### src/rtl/channel_scan_sequencer_pkg.sv
// rtl/channel_scan_sequencer_pkg.sv - shared state encodings and constants for the channel scan sequencer
// Contents: scan_state_e (IDLE/BLANK/DWELL), NUM_CH, cnt_width() slot-counter sizing helper.
package channel_scan_sequencer_pkg;

  typedef enum logic [1:0] {
    IDLE  = 2'd0,
    BLANK = 2'd1,
    DWELL = 2'd2
  } scan_state_e;

  localparam int NUM_CH = 4;

  // Counter must hold the largest terminal count of either phase.
  function automatic int cnt_width(input int dwell, input int blank);
    int m;
    m = (dwell > blank) ? dwell : blank;
    return (m < 1) ? 1 : $clog2(m + 1);
  endfunction

endpackage

### src/rtl/channel_scan_sequencer_rr_next_channel.sv
// rtl/channel_scan_sequencer_rr_next_channel.sv - combinational round-robin next-channel search
// Ports:
//   cur   [1:0] in  - current channel; search starts at cur+1 and wraps
//   mask  [3:0] in  - participating channels
//   nxt   [1:0] out - next set bit after cur (cur itself only if it is the sole set bit)
//   valid       out - mask has at least one set bit
module rr_next_channel
  import channel_scan_sequencer_pkg::*;
(
  input  logic [1:0] cur,
  input  logic [3:0] mask,
  output logic [1:0] nxt,
  output logic       valid
);

  logic [1:0] idx;

  // Walk from farthest (cur+4 == cur) to nearest (cur+1) so the nearest hit wins.
  always_comb begin
    nxt   = cur;
    valid = 1'b0;
    idx   = 2'd0;
    for (int k = NUM_CH; k >= 1; k--) begin
      idx = cur + 2'(k);
      if (mask[idx]) begin
        nxt   = idx;
        valid = 1'b1;
      end
    end
  end

endmodule

### src/rtl/channel_scan_sequencer.sv
// rtl/channel_scan_sequencer.sv - round-robin channel scan sequencer driving a 1-to-4 demux
// Ports:
//   clk            in  - clock, rising edge
//   rst_n          in  - asynchronous active-low reset
//   run            in  - 1 = sequence channels, 0 = stop
//   ch_mask  [3:0] in  - channels taking part in the scan
//   sel      [1:0] out - demux channel select (registered)
//   enable         out - demux enable (registered)
//   slot_start     out - pulse on first enabled cycle of each slot (registered)
//   busy           out - state is not IDLE (registered)
module channel_scan_sequencer
  import channel_scan_sequencer_pkg::*;
#(
  parameter int DWELL_CYCLES = 1000,
  parameter int BLANK_CYCLES = 4
) (
  input  logic       clk,
  input  logic       rst_n,
  input  logic       run,
  input  logic [3:0] ch_mask,
  output logic [1:0] sel,
  output logic       enable,
  output logic       slot_start,
  output logic       busy
);

  localparam int CNT_W = cnt_width(DWELL_CYCLES, BLANK_CYCLES);
  localparam logic [CNT_W-1:0] DWELL_LAST = CNT_W'(DWELL_CYCLES - 1);
  localparam logic [CNT_W-1:0] BLANK_LAST = CNT_W'((BLANK_CYCLES > 0) ? BLANK_CYCLES - 1 : 0);
  // With no blanking a slot begins directly in DWELL.
  localparam scan_state_e SLOT_ENTRY = (BLANK_CYCLES > 0) ? BLANK : DWELL;
  localparam logic ENTRY_IS_DWELL = (BLANK_CYCLES > 0) ? 1'b0 : 1'b1;

  scan_state_e      state_q, state_d;
  logic [CNT_W-1:0] cnt_q, cnt_d;
  logic [1:0]       sel_q, sel_d;
  logic             en_q, ss_q, ss_d, busy_q;
  logic [1:0]       rr_cur;
  logic [1:0]       rr_nxt;
  logic             rr_valid;

  // From IDLE, searching after channel 3 yields the lowest set bit.
  assign rr_cur = (state_q == IDLE) ? 2'd3 : sel_q;

  rr_next_channel u_rr (
    .cur   (rr_cur),
    .mask  (ch_mask),
    .nxt   (rr_nxt),
    .valid (rr_valid)
  );

  always_comb begin
    state_d = state_q;
    cnt_d   = cnt_q;
    sel_d   = sel_q;
    ss_d    = 1'b0;
    case (state_q)
      IDLE: begin
        if (run && rr_valid) begin
          sel_d   = rr_nxt;
          state_d = SLOT_ENTRY;
          cnt_d   = '0;
          ss_d    = ENTRY_IS_DWELL;
        end
      end
      BLANK: begin
        if (!run) begin
          state_d = IDLE;
          cnt_d   = '0;
        end else if (cnt_q == BLANK_LAST) begin
          state_d = DWELL;
          cnt_d   = '0;
          ss_d    = 1'b1;
        end else begin
          cnt_d = cnt_q + CNT_W'(1);
        end
      end
      DWELL: begin
        if (!run) begin
          state_d = IDLE;
          cnt_d   = '0;
        end else if (cnt_q == DWELL_LAST) begin
          // Slot boundary: ch_mask is only looked at here and on IDLE exit.
          cnt_d = '0;
          if (rr_valid) begin
            sel_d   = rr_nxt;
            state_d = SLOT_ENTRY;
            ss_d    = ENTRY_IS_DWELL;
          end else begin
            state_d = IDLE;
          end
        end else begin
          cnt_d = cnt_q + CNT_W'(1);
        end
      end
      default: begin
        state_d = IDLE;
        cnt_d   = '0;
      end
    endcase
  end

  // Outputs are registered from the next state so they line up with state_q.
  always_ff @(posedge clk or negedge rst_n) begin
    if (!rst_n) begin
      state_q <= IDLE;
      cnt_q   <= '0;
      sel_q   <= 2'd0;
      en_q    <= 1'b0;
      ss_q    <= 1'b0;
      busy_q  <= 1'b0;
    end else begin
      state_q <= state_d;
      cnt_q   <= cnt_d;
      sel_q   <= sel_d;
      en_q    <= (state_d == DWELL);
      ss_q    <= ss_d;
      busy_q  <= (state_d != IDLE);
    end
  end

  assign sel        = sel_q;
  assign enable     = en_q;
  assign slot_start = ss_q;
  assign busy       = busy_q;

endmodule

### config.mk
export PLATFORM = sky130hd
export DESIGN_NAME = channel_scan_sequencer
export DESIGN_NICKNAME = d
export VERILOG_FILES = /design/src/rtl/channel_scan_sequencer_pkg.sv /design/src/rtl/channel_scan_sequencer_rr_next_channel.sv /design/src/rtl/channel_scan_sequencer.sv
export SDC_FILE = /design/constraint.sdc
export NUM_CORES = 1
export LEC_CHECK = 0
export CELL_PAD_IN_SITES_DETAIL_PLACEMENT = 1
export CELL_PAD_IN_SITES_GLOBAL_PLACEMENT = 1
export CORE_MARGIN = 1.5
export CORE_UTILIZATION = 34
export CTS_BUF_LIST = sky130_fd_sc_hd__clkbuf_4 sky130_fd_sc_hd__clkbuf_8
export CTS_CLUSTER_SIZE = 24
export DETAILED_ROUTE_END_ITERATION = 7
export HOLD_SLACK_MARGIN = 0.02
export PLACE_DENSITY_LB_ADDON = 0.1
export SETUP_SLACK_MARGIN = 0.2
export SLEW_MARGIN = 15
export SYNTH_ARGS = -nofsm -noshare
export SYNTH_HDL_FRONTEND = slang
export SYNTH_HIERARCHICAL = 1
export SYNTH_SLANG_ARGS = --single-unit
### constraint.sdc
create_clock -name clk -period 6.02 [get_ports clk]
set_input_delay 1.806 -clock clk [delete_from_list [all_inputs] [get_ports clk]]
set_output_delay 1.806 -clock clk [all_outputs]
set_load 0.05 [all_outputs]
# Word level (Yosys, flattened, before mapping)
# Cells that the tools add are included.
# W data, S select, Z words.
# word_totals
reg_bits	17
wordCells	65
input_bits	7
output_inout_bits	5
# classes
n_lt_le_gt_ge	4
n_addsub	4
n_reduce_logical	5
n_eq_ne	9
n_mux	37
# op_table
cell	n
$mux W10	5
$pmux W10 S3	1
$mux W2	13
$lt A2 B3 Y1 const B	4
$mux W1	12
$add A10 B1 Y10 const B	1
$eq A10 B10 Y1 const B	1
$eq A10 B2 Y1 const B	1
$bmux W1 S2	4
$ne A2 B2 Y1 const B	3
$pmux W2 S3	1
$reduce_and A5 Y1	1
$add A2 B2 Y2 const B	2
$eq A2 B2 Y1 const B	2
$pmux W2 S2	1
$reduce_bool A2 Y1	2
$add A2 B1 Y2 const B	1
$eq A2 B1 Y1 const B	1
$logic_not A2 Y1	1
$ne A2 B1 Y1 const B	1
$logic_and A1 B1 Y1	1

# Logic depth before layout (Yosys ltp)
# depth
word_depth	13
depth_mapped	7

# Hierarchy
# Netlist, hierarchy kept.
# by_module_without_submodules
mod	cells_per_inst	seq_area_each_um2	area_per_inst_um2	instances
channel_scan_sequencer	112	425.4	1128.6	1
rr_next_channel	14	0.0	82.6	1

# Worst setup path before layout
# OpenSTA, ideal clock, no wires.
# synth_path
kind	input port to flip-flop
start	input port ch_mask[3]
end	register cnt_q[9]
arrival_ns	3.235
slack_ns	2.684
path_stages	5
n_path_buf	1
t_required_ns	5.919
path_cell_list	or4_1 a21boi_1 clkbuf_1 nand2_1 o311ai_2
# synth_via
elab_chain_len	8
# synth_lines
element	line_no	source
from (decl)	channel_scan_sequencer.sv:20	input logic [3:0] ch_mask,
$bmux W1 S2	channel_scan_sequencer_rr_next_channel.sv:25	if (mask[idx]) begin
$mux W1 (implied by the code)	channel_scan_sequencer_rr_next_channel.sv:25	
$mux W1 (3 in series)	channel_scan_sequencer_rr_next_channel.sv:25	
$mux W1 *	channel_scan_sequencer_rr_next_channel.sv:25	
$logic_and A1 B1 Y1 *	channel_scan_sequencer.sv:59	if (run && rr_valid) begin
$ne A2 B1 Y1 (no source line) *	n/a	
to (signal assigned)	channel_scan_sequencer.sv:114	cnt_q <= cnt_d;
to (decl)	channel_scan_sequencer.sv:35	logic [CNT_W-1:0] cnt_q, cnt_d;
# Mark *: on every way between the ends. The rest lies on a longest branch, timed or not. The select of a mux whose other input is x is not followed.
# A chain may end at the register's enable or synchronous reset.

# Worst setup path after layout
# layout_path
start	input port ch_mask[3]
end	register en_q (netlist: enable)
# layout_via
elab_chain_len	11
# layout_lines
element	line_no	source
$bmux W1 S2	channel_scan_sequencer_rr_next_channel.sv:25	
$mux W1 (implied by the code)	channel_scan_sequencer_rr_next_channel.sv:25	
$mux W1 (3 in series)	channel_scan_sequencer_rr_next_channel.sv:25	
$mux W1 *	channel_scan_sequencer_rr_next_channel.sv:25	
named net rr_valid	channel_scan_sequencer.sv:40	logic rr_valid;
$mux W1	channel_scan_sequencer.sv:85	if (rr_valid) begin
$mux W2	channel_scan_sequencer.sv:82	end else if (cnt_q == DWELL_LAST) begin
$mux W2	channel_scan_sequencer.sv:79	if (!run) begin
$pmux W2 S3 *	channel_scan_sequencer.sv:57	case (state_q)
$eq A2 B2 Y1 *	channel_scan_sequencer.sv:116	en_q <= (state_d == DWELL);
to (signal assigned)	channel_scan_sequencer.sv:116	
to (decl)	channel_scan_sequencer.sv:37	logic en_q, ss_q, ss_d, busy_q;
# The timed path passes the listed nets; every way through them passes the cells marked *. The select of a mux whose other input is x is not followed.

==> flow_summary.html <==
<table>
<tr><th>Metric</th><th>Value</th></tr>
<tr><th colspan="2">Synth</th></tr>
<tr><td>Area fraction of the dominant cell type after synthesis</td><td>a little over a third</td></tr>
<tr><td>Most frequently used flop master after synthesis</td><td>dfrtp_1</td></tr>
<tr><td>Post-Synthesis Cell Area</td><td>approximately 0.0012 mm^2</td></tr>
<tr><td>Cell type with the largest total area after synthesis</td><td>dfrtp_1</td></tr>
<tr><td>Sequential share of the synthesized area</td><td>35.1%</td></tr>
<tr><td>Area contributors post-synth</td><td>dfrtp_1, nand2_1, ha_1, a31oi_4, mux2i_1</td></tr>
<tr><td>Total of flip-flops plus latches after synthesis</td><td>17</td></tr>
<tr><td>Avg Synthesized Cell Area</td><td>9.61 um^2</td></tr>
<tr><td>Count of warnings emitted by yosys</td><td>6</td></tr>
<tr><td>Count of flip-flops with a built-in enable after synthesis</td><td>0</td></tr>
<tr><td>Count of distinct cell types in the synthesized netlist</td><td>47</td></tr>
<tr><td>Post-synthesis instance total</td><td>126</td></tr>
<tr><td>Number of nets produced by synthesis</td><td>138</td></tr>
<tr><td>Post-synthesis async set-or-reset flop share</td><td>100%</td></tr>
<tr><th colspan="2">Final layout</th></tr>
<tr><td>Number of nets in the finished design</td><td>between 150 and 200</td></tr>
<tr><td>Count of filler cells inserted in the layout</td><td>approximately 400</td></tr>
<tr><td>Post-route insts no fill</td><td>185</td></tr>
<tr><td>Layout Area Growth over Synthesis</td><td>15.9%</td></tr>
<tr><td>Diodes inserted</td><td>0</td></tr>
<tr><td>Proportion of layout cells with a drive suffix above 1</td><td>18.7%</td></tr>
<tr><th colspan="2">Detailed routing</th></tr>
<tr><td>Detailed-route wire length</td><td>between 2 and 3 mm</td></tr>
<tr><td>Number of DRC violations after detailed-routing iteration 0</td><td>26</td></tr>
<tr><td>Residual DRC</td><td>0</td></tr>
<tr><td>Number of iterations in the first detailed-routing pass</td><td>4</td></tr>
<tr><td>DR vias/cell</td><td>between 5 and 6</td></tr>
<tr><td>Post-route ant nets</td><td>0</td></tr>
<tr><td>Mean routed wirelength per cell</td><td>~16 um</td></tr>
<tr><td>Vias</td><td>about 1000</td></tr>
<tr><th colspan="2">Placed design</th></tr>
<tr><td>Final GP Congestion</td><td>0.772</td></tr>
<tr><td>Buffers added on ports</td><td>11</td></tr>
<tr><td>Detailed placement HPWL</td><td>2.25 mm</td></tr>
<tr><td># placed instances</td><td>about 180</td></tr>
<tr><th colspan="2">STA</th></tr>
<tr><td>Min Tclk post-route</td><td>3.51 ns</td></tr>
<tr><td>Post-route fraction of the period consumed by the critical path</td><td>58.3%</td></tr>
<tr><td>Final Hold Vio Count</td><td>0</td></tr>
<tr><td>Worst setup skew after layout</td><td>slightly above 0.006 ns</td></tr>
<tr><td>Maximum frequency from static timing analysis</td><td>0.285 GHz</td></tr>
<tr><td>Worst max-slew margin expressed relative to the limit</td><td>43.2%</td></tr>
<tr><td>Sum of negative setup slack</td><td>0 ns</td></tr>
<tr><td>Unrepaired setup endpoints after global routing</td><td>false</td></tr>
<tr><td>Final max-slew violation count</td><td>0</td></tr>
<tr><td>Worst hold slack after final layout</td><td>0.541 ns</td></tr>
<tr><td>Number of setup violations in the final report</td><td>0</td></tr>
<tr><td>Worst Max-Slew Pin Slew</td><td>0.849 ns</td></tr>
<tr><th colspan="2">Power and ir drop</th></tr>
<tr><td>Power density cells</td><td>294 mW/mm^2</td></tr>
<tr><td>Peak supply drop</td><td>0.0000742 V</td></tr>
<tr><td>Cell leakage power</td><td>0.562 nW</td></tr>
<tr><td>Total power consumption of the routed design</td><td>~0.4 mW</td></tr>
<tr><th colspan="2">Run</th></tr>
<tr><td># Max-Cap Violations</td><td>0</td></tr>
<tr><th colspan="2">Setup path</th></tr>
<tr><td>Category of the worst setup path launch point</td><td>input pin</td></tr>
<tr><td>Required time of the critical path</td><td>between 6 and 7 ns</td></tr>
<tr><td>Kind of capture point of the worst setup path</td><td>flip-flop</td></tr>
<tr><td>Worst flop-to-flop path startpoint</td><td>state_q[0]</td></tr>
<tr><td>Worst r2r path cells</td><td>6</td></tr>
<tr><td>Critical Path Fanout Max</td><td>17</td></tr>
<tr><td>Signal arrival time at the worst endpoint</td><td>3.72 ns</td></tr>
<tr><td>FF-to-FF setup slack</td><td>around 4.0 ns</td></tr>
<tr><td>Critical setup path kind</td><td>input pin to flip-flop</td></tr>
<tr><td>Worst reg2reg endpoint</td><td>sel[0]</td></tr>
<tr><th colspan="2">CTS</th></tr>
<tr><td>Resize count post-CTS</td><td>0</td></tr>
<tr><td>Bufs on Longest Clock Path</td><td>2</td></tr>
<tr><td>Cts-stage hold buffer count</td><td>0</td></tr>
<tr><td>Post-CTS clock slew at the launch and capture registers of the worst setup and hold paths</td><td>0.10 ns</td></tr>
<tr><td>Clk Tree Root Cell</td><td>clkbuf_4</td></tr>
<tr><td>Count of H-tree levels built during CTS</td><td>1</td></tr>
<tr><td>Count of buffers added by post-CTS timing repair for setup</td><td>0</td></tr>
<tr><td>Clock sinks</td><td>17</td></tr>
<tr><td>Latest clock arrival within the worst-skew pair</td><td>0.29 ns</td></tr>
<tr><td>CTS tree</td><td>built</td></tr>
<tr><td>Inserted Clock Buffers</td><td>3</td></tr>
<tr><th colspan="2">Hold path</th></tr>
<tr><td>Worst Hold Launch</td><td>sel[1]</td></tr>
<tr><td>Hold crit path type</td><td>flip-flop to flip-flop</td></tr>
<tr><td>Worst Hold End</td><td>sel[1]</td></tr>
<tr><td>Cells on Worst Hold Path</td><td>1</td></tr>
<tr><th colspan="2">Global routing</th></tr>
<tr><td>Total routing usage reported by global routing</td><td>between 15 and 20%</td></tr>
<tr><td>Number of global-route vias before repair</td><td>about 1100</td></tr>
<tr><td>Aggregate global routing overflow</td><td>0</td></tr>
<tr><td>First-pass GRT wire length</td><td>5.16 mm</td></tr>
<tr><td>Initial antenna violation count</td><td>0</td></tr>
<tr><td>Pin count of the biggest net entering global routing</td><td>18</td></tr>
<tr><th colspan="2">Floorplan</th></tr>
<tr><td>Core area</td><td>0.00339 mm^2</td></tr>
<tr><td>Die Outline Area</td><td>~0.0039 mm^2</td></tr>
<tr><td>Die Y-Extent</td><td>approximately 63 um</td></tr>
<tr><td>Ports</td><td>12</td></tr>
<tr><td>Horizontal die dimension</td><td>62.7 um</td></tr>
<tr><td>Standard-cell row count</td><td>21</td></tr>
<tr><td>Starting density of the core</td><td>35.7%</td></tr>
<tr><th colspan="2">Status</th></tr>
<tr><td>Result of the run</td><td>complete, no violations</td></tr>
</table>
## how the worst max path moves through the flow
stage	startpoint	endpoint	slack, ns	cells past startpoint
floorplan	ch_mask[3]	cnt_q[9]	2.68	5
global placement	ch_mask[3]	enable	2.25	7
detailed placement	ch_mask[3]	enable	2.19	7
CTS	ch_mask[3]	enable	2.51	7
global route	ch_mask[3]	enable	2.34	7
finish	ch_mask[3]	enable	2.51	7
## registers in the layout, indices dropped and copies added, names as in the netlist
name and count:
busy 1, cnt_q 10, enable 1, sel 2, slot_start 1, state_q 2
## final cells by class
| cell class | count | area, um^2 | area share (%) |
|---|---|---|---|
| multi-input cells | 101 | 754 | 53.7 |
| flip-flops and latches | 17 | 425 | 30.3 |
| repair buffers | 12 | 118 | 8.38 |
| inverters | 5 | 18.8 | 1.34 |
| clock buffers | 4 | 30.0 | 2.14 |
| well taps | 46 | 57.6 | 4.10 |
## metrics by stage
step	cell area (um^2)	setup WS, ns	utilization, %
floorplan	1210	2.68	-
global placement	1370	2.25	40.5
detailed placement	1370	2.19	40.5
CTS	1400	2.51	41.4
global route	1400	2.34	41.4
finish	1400	2.51	41.4
## synth_stat cells, types with 2 or more instances
cell type  instances
mux2_2             2
ha_1               5
nor2b_1            2
o211ai_1           4
nor3_1             5
clkbuf_1           2
nand3_2            2
nand2_1           24
nor2_1             5
or2_2              3
nand2b_1           2
a21oi_1            4
nand3_1            3
inv_1              5
o221ai_1           2
a31oi_4            2
dfrtp_1           17
mux2i_1            4
o21ai_0            4
o2111ai_1          2
## per-layer routing
| layer | global-route usage (%) | wire, um | vias up |
|---|---|---|---|
| met5 | 0 | 0 | - |
| met1 | 21.7 | 1360 | 504 |
| met2 | 28.4 | 1490 | 17 |
| met4 | 4.17 | 25 | 0 |
| met3 | 2.34 | 96 | 4 |
| li1 | - | - | 496 |
## power by group
group / switching, mW / leakage [nW] / internal (mW)
sequential: 0.0132 / 0.229 / 0.131
combinational: 0.124 / 0.315 / 0.0774
clock: 0.0369 / 0.0184 / 0.0303
total: 0.174 / 0.562 / 0.238
## placed cells by master, fill, tap and decap left out, types with 2 or more instances in the layout
| cell | n |
|---|---|
| nand2_1 | 24 |
| dfrtp_1 | 17 |
| clkdlybuf4s50_1 | 11 |
| inv_1 | 5 |
| nor2_1 | 5 |
| nor3_1 | 5 |
| ha_1 | 5 |
| a21oi_1 | 4 |
| mux2i_1 | 4 |
| o21ai_0 | 4 |
| o211ai_1 | 4 |
| clkbuf_4 | 4 |
| nand3_1 | 3 |
| or2_2 | 3 |
| a31oi_4 | 2 |
| nand3_2 | 2 |
| nor2b_1 | 2 |
| o221ai_1 | 2 |
| nand2b_1 | 2 |
| mux2_2 | 2 |
| o2111ai_1 | 2 |
## kinds of logic (layout without fill, tap and decap cells)
| kind of cell | Yosys count | after routing | synth area share (%) |
|---|---|---|---|
| muxes | 7 | 7 | 6.40 |
| AOI/OAI and AO/OA | 32 | 32 | 23.1 |
| DFF | 17 | 17 | 35.1 |
| adders and majority gates | 5 | 5 | 5.17 |
| and+or+nand+nor | 57 | 57 | 27.6 |
| buffers and inverters | 8 | 21 | 2.58 |
## critical path, stage by stage
cell and delay (ns):
clkdlybuf4s50_1 0.48, or4_1 0.59, a21boi_1 0.16, buf_4 0.24, a21o_1 0.12, o22ai_2 0.08
nor4b_2 0.23
No activity file was read; power rests on OpenSTA's default activity.
